$ cat src/rtl/uart_tx_scheduler_if.sv
// Requester and sender-side signals of uart_tx_scheduler.
// The slave modport is the scheduler's view, the master modport is the surrounding logic's view.
interface uart_tx_scheduler_if;
    logic       req0_valid;
    logic [7:0] req0_data;
    logic       req0_ready;
    logic       req1_valid;
    logic [7:0] req1_data;
    logic       req1_ready;
    logic       tx_status;
    logic       tx_en;
    logic [7:0] tx_data;
    logic       grant;
    logic       busy;
    logic       done;
    logic       err;

    modport master (
        output req0_valid, req0_data, req1_valid, req1_data, tx_status,
        input  req0_ready, req1_ready, tx_en, tx_data, grant, busy, done, err
    );

    modport slave (
        input  req0_valid, req0_data, req1_valid, req1_data, tx_status,
        output req0_ready, req1_ready, tx_en, tx_data, grant, busy, done, err
    );
endinterface

$ cat src/rtl/uart_tx_scheduler.sv
// Shares one UART sender between two byte sources, each with a private FIFO, via a start/status handshake.
// Build option UART_SCHED_PRIO_EN: requester 0 always wins instead of round-robin.
//
// state     | meaning
// IDLE      | wait for sender idle and a non-empty FIFO, then pop and load tx_data
// LAUNCH    | tx_en pulse, timeout counter cleared
// WAIT_BUSY | wait for sender to leave idle, timeout after ACK_TIMEOUT cycles
// WAIT_DONE | wait for sender to return to idle, done pulse
module uart_tx_scheduler #(
    parameter int FIFO_DEPTH  = 4,
    parameter int ACK_TIMEOUT = 15
) (
    input logic                clk,
    input logic                reset,
    uart_tx_scheduler_if.slave bus
);
    localparam int PW = $clog2(FIFO_DEPTH);
    localparam int CW = PW + 1;
    localparam logic [CW-1:0] FULL_COUNT = CW'(FIFO_DEPTH);
    localparam logic [7:0]    TIMEOUT_TC = 8'(ACK_TIMEOUT);

    localparam logic [1:0] IDLE      = 2'd0;
    localparam logic [1:0] LAUNCH    = 2'd1;
    localparam logic [1:0] WAIT_BUSY = 2'd2;
    localparam logic [1:0] WAIT_DONE = 2'd3;

    logic [1:0]    state;
    logic [7:0]    mem   [2][FIFO_DEPTH];
    logic [PW-1:0] wptr  [2];
    logic [PW-1:0] rptr  [2];
    logic [CW-1:0] count [2];
    logic [7:0]    wdata [2];
    logic [1:0]    valid, ready, nonempty, push, pop;
    logic          start, sel, timed_out;
    logic [7:0]    tmr, tmr_next;
    logic          tx_en_q, grant_q, busy_q, err_q;
    logic [7:0]    tx_data_q;

    assign valid    = {bus.req1_valid, bus.req0_valid};
    assign wdata[0] = bus.req0_data;
    assign wdata[1] = bus.req1_data;

    always_comb begin
        ready    = '0;
        nonempty = '0;
        for (int i = 0; i < 2; i++) begin
            ready[i]    = count[i] != FULL_COUNT;
            nonempty[i] = count[i] != '0;
        end
    end

    // A full FIFO refuses a push even when it is popped in the same cycle.
    assign push = valid & ready;
    assign bus.req0_ready = ready[0];
    assign bus.req1_ready = ready[1];

`ifdef UART_SCHED_PRIO_EN
    assign sel = !nonempty[0];
`else
    logic last;

    always_ff @(posedge clk or negedge reset) begin
        if (!reset)
            last <= 1'b1;
        else if (bus.done || timed_out)
            last <= grant_q;
    end

    assign sel = (nonempty[0] && nonempty[1]) ? !last : nonempty[1];
`endif

    assign start     = (state == IDLE) && bus.tx_status && (nonempty != 2'b00);
    assign pop       = start ? (sel ? 2'b10 : 2'b01) : 2'b00;
    assign tmr_next  = (tmr == 8'hFF) ? tmr : tmr + 8'd1;
    assign timed_out = (state == WAIT_BUSY) && bus.tx_status && (tmr_next == TIMEOUT_TC);

    always_ff @(posedge clk) begin
        for (int i = 0; i < 2; i++)
            if (push[i])
                mem[i][wptr[i]] <= wdata[i];
    end

    always_ff @(posedge clk or negedge reset) begin
        if (!reset) begin
            for (int i = 0; i < 2; i++) begin
                wptr[i]  <= '0;
                rptr[i]  <= '0;
                count[i] <= '0;
            end
        end else begin
            for (int i = 0; i < 2; i++) begin
                if (push[i])
                    wptr[i] <= wptr[i] + 1'b1;
                if (pop[i])
                    rptr[i] <= rptr[i] + 1'b1;
                if (push[i] && !pop[i])
                    count[i] <= count[i] + 1'b1;
                else if (pop[i] && !push[i])
                    count[i] <= count[i] - 1'b1;
            end
        end
    end

    always_ff @(posedge clk or negedge reset) begin
        if (!reset) begin
            state     <= IDLE;
            tx_en_q   <= 1'b0;
            tx_data_q <= 8'h00;
            grant_q   <= 1'b0;
            busy_q    <= 1'b0;
            err_q     <= 1'b0;
            tmr       <= 8'h00;
        end else begin
            tx_en_q <= 1'b0;
            case (state)
                IDLE: begin
                    if (start) begin
                        tx_data_q <= mem[sel][rptr[sel]];
                        grant_q   <= sel;
                        tx_en_q   <= 1'b1;
                        busy_q    <= 1'b1;
                        state     <= LAUNCH;
                    end
                end
                LAUNCH: begin
                    tmr   <= 8'h00;
                    state <= WAIT_BUSY;
                end
                WAIT_BUSY: begin
                    if (!bus.tx_status) begin
                        state <= WAIT_DONE;
                    end else begin
                        tmr <= tmr_next;
                        if (timed_out) begin
                            err_q  <= 1'b1;
                            busy_q <= 1'b0;
                            state  <= IDLE;
                        end
                    end
                end
                WAIT_DONE: begin
                    if (bus.tx_status) begin
                        busy_q <= 1'b0;
                        state  <= IDLE;
                    end
                end
                default: begin
                    busy_q <= 1'b0;
                    state  <= IDLE;
                end
            endcase
        end
    end

    // done is combinational so the next pop lands in the cycle right after it.
    assign bus.done    = (state == WAIT_DONE) && bus.tx_status;
    assign bus.tx_en   = tx_en_q;
    assign bus.tx_data = tx_data_q;
    assign bus.grant   = grant_q;
    assign bus.busy    = busy_q;
    assign bus.err     = err_q;
endmodule

$ cat src/flat_wrapper.sv
// flat-port wrapper written by rule: the top's interface ports become plain ports
module uart_tx_scheduler_flat 
#(
    parameter int FIFO_DEPTH  = 4,
    parameter int ACK_TIMEOUT = 15
)
  (clk, reset, bus_req0_valid, bus_req0_data, bus_req1_valid, bus_req1_data, bus_tx_status, bus_req0_ready, bus_req1_ready, bus_tx_en, bus_tx_data, bus_grant, bus_busy, bus_done, bus_err);
  uart_tx_scheduler_if bus_i ();
  input logic clk;
  input logic reset;
  input wire logic [$bits(bus_i.req0_valid)-1:0] bus_req0_valid;
  input wire logic [$bits(bus_i.req0_data)-1:0] bus_req0_data;
  input wire logic [$bits(bus_i.req1_valid)-1:0] bus_req1_valid;
  input wire logic [$bits(bus_i.req1_data)-1:0] bus_req1_data;
  input wire logic [$bits(bus_i.tx_status)-1:0] bus_tx_status;
  output wire logic [$bits(bus_i.req0_ready)-1:0] bus_req0_ready;
  output wire logic [$bits(bus_i.req1_ready)-1:0] bus_req1_ready;
  output wire logic [$bits(bus_i.tx_en)-1:0] bus_tx_en;
  output wire logic [$bits(bus_i.tx_data)-1:0] bus_tx_data;
  output wire logic [$bits(bus_i.grant)-1:0] bus_grant;
  output wire logic [$bits(bus_i.busy)-1:0] bus_busy;
  output wire logic [$bits(bus_i.done)-1:0] bus_done;
  output wire logic [$bits(bus_i.err)-1:0] bus_err;
  assign bus_i.req0_valid = bus_req0_valid;
  assign bus_i.req0_data = bus_req0_data;
  assign bus_i.req1_valid = bus_req1_valid;
  assign bus_i.req1_data = bus_req1_data;
  assign bus_i.tx_status = bus_tx_status;
  assign bus_req0_ready = bus_i.req0_ready;
  assign bus_req1_ready = bus_i.req1_ready;
  assign bus_tx_en = bus_i.tx_en;
  assign bus_tx_data = bus_i.tx_data;
  assign bus_grant = bus_i.grant;
  assign bus_busy = bus_i.busy;
  assign bus_done = bus_i.done;
  assign bus_err = bus_i.err;
  uart_tx_scheduler #(.FIFO_DEPTH(FIFO_DEPTH), .ACK_TIMEOUT(ACK_TIMEOUT)) u_core (.clk(clk), .reset(reset), .bus(bus_i));
endmodule
$ cat config.mk
export PLATFORM = sky130hd
export DESIGN_NAME = uart_tx_scheduler_flat
export DESIGN_NICKNAME = d
export VERILOG_FILES = /design/src/rtl/uart_tx_scheduler_if.sv /design/src/rtl/uart_tx_scheduler.sv /design/src/flat_wrapper.sv
export SDC_FILE = /design/constraint.sdc
export NUM_CORES = 1
export LEC_CHECK = 0
export ABC_CLOCK_PERIOD_IN_PS = 6800
export CAP_MARGIN = 20
export CELL_PAD_IN_SITES_DETAIL_PLACEMENT = 1
export CELL_PAD_IN_SITES_GLOBAL_PLACEMENT = 1
export CORE_UTILIZATION = 35
export CTS_BUF_LIST = sky130_fd_sc_hd__clkbuf_4
export CTS_CLUSTER_DIAMETER = 50
export DETAILED_ROUTE_END_ITERATION = 8
export GPL_TIMING_DRIVEN = 0
export MAX_ROUTING_LAYER = met4
export PLACE_DENSITY_LB_ADDON = 0.08
export SLEW_MARGIN = 15
export SYNTH_ARGS = -nofsm -noshare
export SYNTH_HDL_FRONTEND = slang
export SYNTH_SLANG_ARGS = --single-unit
$ cat constraint.sdc
create_clock -name clk -period 6.8 [get_ports clk]
set_clock_uncertainty 0.1 [all_clocks]
set_input_delay 0.68 -clock clk [delete_from_list [all_inputs] [get_ports clk]]
set_output_delay 0.68 -clock clk [all_outputs]
set_load 0.01 [all_outputs]
[After elaboration in Yosys (flattened, before gate mapping)]
Memory sizes are Yosys's and may differ from the RTL's.
Index checks and enable logic that the tools add are counted.
Cells by class
  bitwise logic cells: 5
  add/sub/neg operators: 9
  multiplexer cells: 36
  equality and inequality tests: 12
  reductions and logical operators: 31
  $lt $le $gt $ge: 6
Operators with widths (number)
  $mux W32: 2
  $mux W8: 6
  $demux W8 S2: 2
  $mux W2: 9
  $bmux W8 S2: 1
  $pmux W8 S2: 1
  $logic_and A1 B1 Y1: 12
  $mux W3: 4
  $ge A3 B3 Y1 const B: 3
  $mux W1: 9
  $not A2 Y3: 3
  $reduce_bool A3 Y1: 3
  $add A2 B1 Y2 const B: 4
  $add A8 B1 Y8 const B: 1
  $eq A8 B4 Y1 const B: 1
  $eq A8 B8 Y1 const B: 1
  $pmux W2 S4: 1
  $reduce_bool A2 Y1: 4
  $add A3 B1 Y3 const B: 2
  $lt A3 B1 Y1 const B: 2
  $ne A3 B3 Y1 const B: 2
  $reduce_and A3 Y1: 2
  $sub A3 B1 Y3 const B: 2
  $logic_not A1 Y1: 5
  13 further kinds: 17
Word-level totals
  bits in writable memories: 64
  input bits: 21
  register bits: 37
  output and inout bits: 15
  logic and storage cells: 114
  memories kept: 1
Memories
  u_core.mem: words 2, bits a word 32, rd ports 1, clocked after Yosys merged registers in 0, wr ports 2, line uart_tx_scheduler.sv:28  | logic [7:0] mem [2][FIFO_DEPTH];

[Longest topological paths before layout]
  depth after elaboration: 11
  mapped depth: 10
  mapped depth without buffers: 10

[Worst setup path after synthesis]
Ideal clock, no wire load.
  path type: flip-flop to flip-flop
  start point: register u_core.count[3] (netlist bit)
  end point: register u_core.count[5] (netlist bit)
  clock period less this slack: 2.525 ns
  cell stages (with the launch flop): 11
  path buffers: 1
  setup time: 0.079 ns
  arrival: 2.346 ns
  slack: 4.275 ns
  required time: 6.621 ns
  cell sequence: dfrtp_1 > o31ai_2 > nand2_1 > buf_2 > nand2_1 > ha_1 > inv_1 > fa_1 > xor2_1 > nor2_1 > xor2_1
On the way
  longest elaborated chain between the ends: 8
  elaborated cells between the ends (all ways): 18
  classes of those cells: 2 x add/sub; 1 x eq/ne; 5 x mux; 1 x bitwise; 9 x reduce/logical
Ends and longest elaborated chain
  start: declaration: line uart_tx_scheduler.sv:31  | logic [CW-1:0] count [2];
  start signal: indexed assignment: line uart_tx_scheduler.sv:97  | count[i] <= count[i] + 1'b1;
  start signal: indexed assignment: line uart_tx_scheduler.sv:99  | count[i] <= count[i] - 1'b1;
  $reduce_bool A3 Y1: line uart_tx_scheduler.sv:48  | nonempty[i] = count[i] != '0;
  $logic_and A1 B1 Y1: line uart_tx_scheduler.sv:69  | assign sel = (nonempty[0] && nonempty[1]) ? !last : nonempty[1];
  $mux W1: line uart_tx_scheduler.sv:69
  $mux W2 (2 in a row): line uart_tx_scheduler.sv:73  | assign pop = start ? (sel ? 2'b10 : 2'b01) : 2'b00;
  $logic_not A1 Y1: line uart_tx_scheduler.sv:96  | if (push[i] && !pop[i])
  $logic_and A1 B1 Y1: line uart_tx_scheduler.sv:96
  $mux W3 or $reduce_bool A2 Y1 (tied branches)
Parallel ways exist; a longest one is shown, timed or not. The select of a mux whose other input is x is not followed.
A chain may end at the register's enable or synchronous reset.

[Worst setup path after layout]
Ends and elaborated chain as after synthesis.

==> flow_summary_export.csv <==
group,metric,value,unit
run_status,outcome,"complete, no violations",
finish,antennaDiodeCount,0,
finish,final_design_area_no_fill,0.005279,mm^2
worst_setup_path,startpoint,"u_core.count[3]",
finish,layout_commonest_cell,"edfxtp_1",
worst_setup_path,worst-path-max-fanout,10,
synthesis,synthCells,332,
finish,final_cell_mix,"64 x edfxtp_1, 36 x dfrtp_1, 34 x clkdlybuf4s50_1",
worst_setup_path,arrival,3370,ps
global_routing,grt_pass1_vias,2839,
clock_tree,cts.path.max_buffers,2,
sta,post-route-period-util,0.4500,
sta,fin_crit,3060,ps
clock_tree,clkTransAtPathRegs,150,ps
synthesis,ys.flop_type,"edfxtp_1",
sta,hold_viol,0,
placement,dp_hpwl,7394,um
sta,max-slew-margin-rel,0.5512,
placement,globalplace.congestion,0.7865,
pwr,p_comb_frac,0.402,
sta,slew_viol_final,0,
global_routing,antenna_found_initial,0,
finish,final_net_count,414,
worst_hold_path,worstHoldStart,"u_core.bus.err",
sta,hold_slack,380.6,ps
sta,setup_viol,0,
die,start_util,0.3593,
pwr,irDropWorstVdd,0.1592,mV
routing,drcViolationCount,0,
pwr,p_sw,803.0,uW
die,num_rows,41,
pwr,pwr-share-seq,0.441,
synthesis,ys_types,49,
synthesis,yosysTopAreaCellShare,0.4238,
finish,drive_above_1_share,0.1536,
routing,drt_iter0_drc,169,
die,die-area,0.01341,mm^2
clock_tree,root_buffer,"clkbuf_4",
global_routing,grt_pass1_wl,16100,um
clock_tree,clock_latency,480,ps
routing,vias,2811,
worst_setup_path,reg2reg_from,"u_core.count[3]",
synthesis,async_reset_ff_frac,0.3663,
sta,fin_setup_tns,0,ps
global_routing,track_usage,0.1710,
worst_setup_path,endpoint_kind,"register",
pwr,switching_share,0.3780,
synthesis,syn-num-nets,366,
pwr,power.leakage,0.001993,uW
die,core_region_area,0.01262,mm^2
die,die_h,115.8,um
worst_hold_path,hp-class,"register to register",
routing,wl_per_cell,18.11,um
die,ios,36,
routing,detail-route-antenna-nets,0,
worst_setup_path,worst_setup_path_start_kind,"register",
clock_tree,cts_buffers,9,
sta,clock.fmax,326.8,MHz
clock_tree,cts_tree,"done",
sta,max_slew.worst_pin.slew,669.6,ps
synthesis,seq_area_frac_synth,0.6283,
placement,portBuffers,35,
synthesis,syn_area,0.004534,mm^2
worst_setup_path,required,7110,ps
sta,rsz0062_at_grt,"no",
finish,syn_to_final_growth,16.42,%
synthesis,synthTopCellsByArea,"edfxtp_1 42%, dfrtp_1 20%, mux2_2 5.2%",
clock_tree,ctsResizeCount,0,
worst_setup_path,critPathKind,"register to register",
global_routing,grt_max_degree,21,
pwr,p_int,1322,uW
routing,wirelength,10070,um
placement,place_area,0.005122,mm^2
clock_tree,cts_sinks,101,
global_routing,overflow,0,
pwr,p_clk_frac,0.157,
synthesis,ys_seq_elements,101,
synthesis,ys_warn_count,0,
synthesis,synth_edf_count,64,
synthesis,syn_avg_cell_area,13.66,um^2
synthesis,yosysTopAreaCell,"edfxtp_1",
routing,via_per_inst,5.056,
clock_tree,htreeDepth,3,
flow_run,cap_viol_max_count,0,
die,die_w,115.8,um
routing,dr.pass1.iters,4,
finish,final_util,0.4183,
pwr,power.density,402.5,mW/mm^2
## kinds of logic after synthesis
logic type	Yosys count	share of synthesized area
AOI/OAI and AO/OA	61	0.09907
buffers and inverters	25	0.02373
xor gates and xnor gates	13	0.02511
DFF	101	0.6283
muxes	38	0.08968
adders and majority gates	13	0.03918
and+or+nand+nor	81	0.09493
## sequential cells by signal, indices dropped and copies added, names as in the netlist
name / cells
u_core.bus.err: 1
u_core.tmr: 8
u_core.state: 2
u_core.bus.tx_en: 1
u_core.bus.grant: 1
u_core.mem: 64
u_core.rptr: 4
u_core.wptr: 4
u_core.bus.busy: 1
u_core.count: 6
u_core.bus.tx_data: 8
u_core.last: 1
## through the flow
stage          worst slack (ps)  cells  power, uW
5_1_grt                    3468    556       2280
3_5_place_dp               3363    540       1823
4_1_cts                    3711    556       2166
2_1_floorplan              4275    332       1507
6_report                   3740    556       2125
3_3_place_gp               3375    539       1793
## final timing paths
path	cells after the start	slack, ps	endpoint
min in group asynchronous	2	560	u_core.tmr[7]
max in group asynchronous	3	5500	u_core.last
min reg2reg	1	380	u_core.bus.err
max reg2reg	10	3740	u_core.count[5]
max	10	3740	u_core.count[5]
min	1	380	u_core.bus.err
## what timing repair did
action                                 4_1_cts  5_1_grt
buffers inserted                             0        0
endpoints found under the hold margin       17        0
hold buffers                                 1        0
## layer usage
layer,vias up,global-route usage,wire (um)
met3,10,0.05282,381
met2,40,0.2595,4771
met5,-,-,0
met4,0,0.04615,107
met1,1419,0.2215,4807
li1,1342,-,-
## cells in the mapped netlist, types with 3 or more instances
cell / n
nand2_1: 17
mux2_2: 21
dfrtp_1: 36
xnor2_1: 8
edfxtp_1: 64
xor2_1: 5
clkbuf_1: 7
nor2_1: 11
nor3_1: 14
nand3_1: 10
mux2i_1: 17
a21oi_1: 22
and3_1: 11
o221ai_2: 8
o21ai_0: 12
ha_1: 11
inv_1: 12
nand4_1: 3
buf_2: 5
## worst max-delay path, cell delays in order (launching register included)
cell     delay (ps)
dfrtp_1         510
o31ai_2         480
nand2_1         310
buf_2           280
nand2_1         170
ha_1            210
inv_1            70
fa_1            430
xor2_1          150
nor2_1          130
xor2_1          160
## power by group through the flow
stage               Combinational [uW]  Clock (uW)  Sequential [uW]
floorplan                          573           0              934
global placement                   846           0              948
detailed placement                 869           0              953
CTS                                873         352              941
global route                       949         372              959
finish                             854         333              937
## layout make-up
type	count	area (um^2)
Fill cell	1361	7341
Sequential cell	101	2849
Multi-Input combinational cell	206	1578
Timing Repair Buffer	37	382.9
Tap cell	172	215.2
Clock inverter	6	78.83
Clock buffer	9	67.56
Buffer	13	62.56
Inverter	12	45.04
Power figures use the tool's default switching activity.
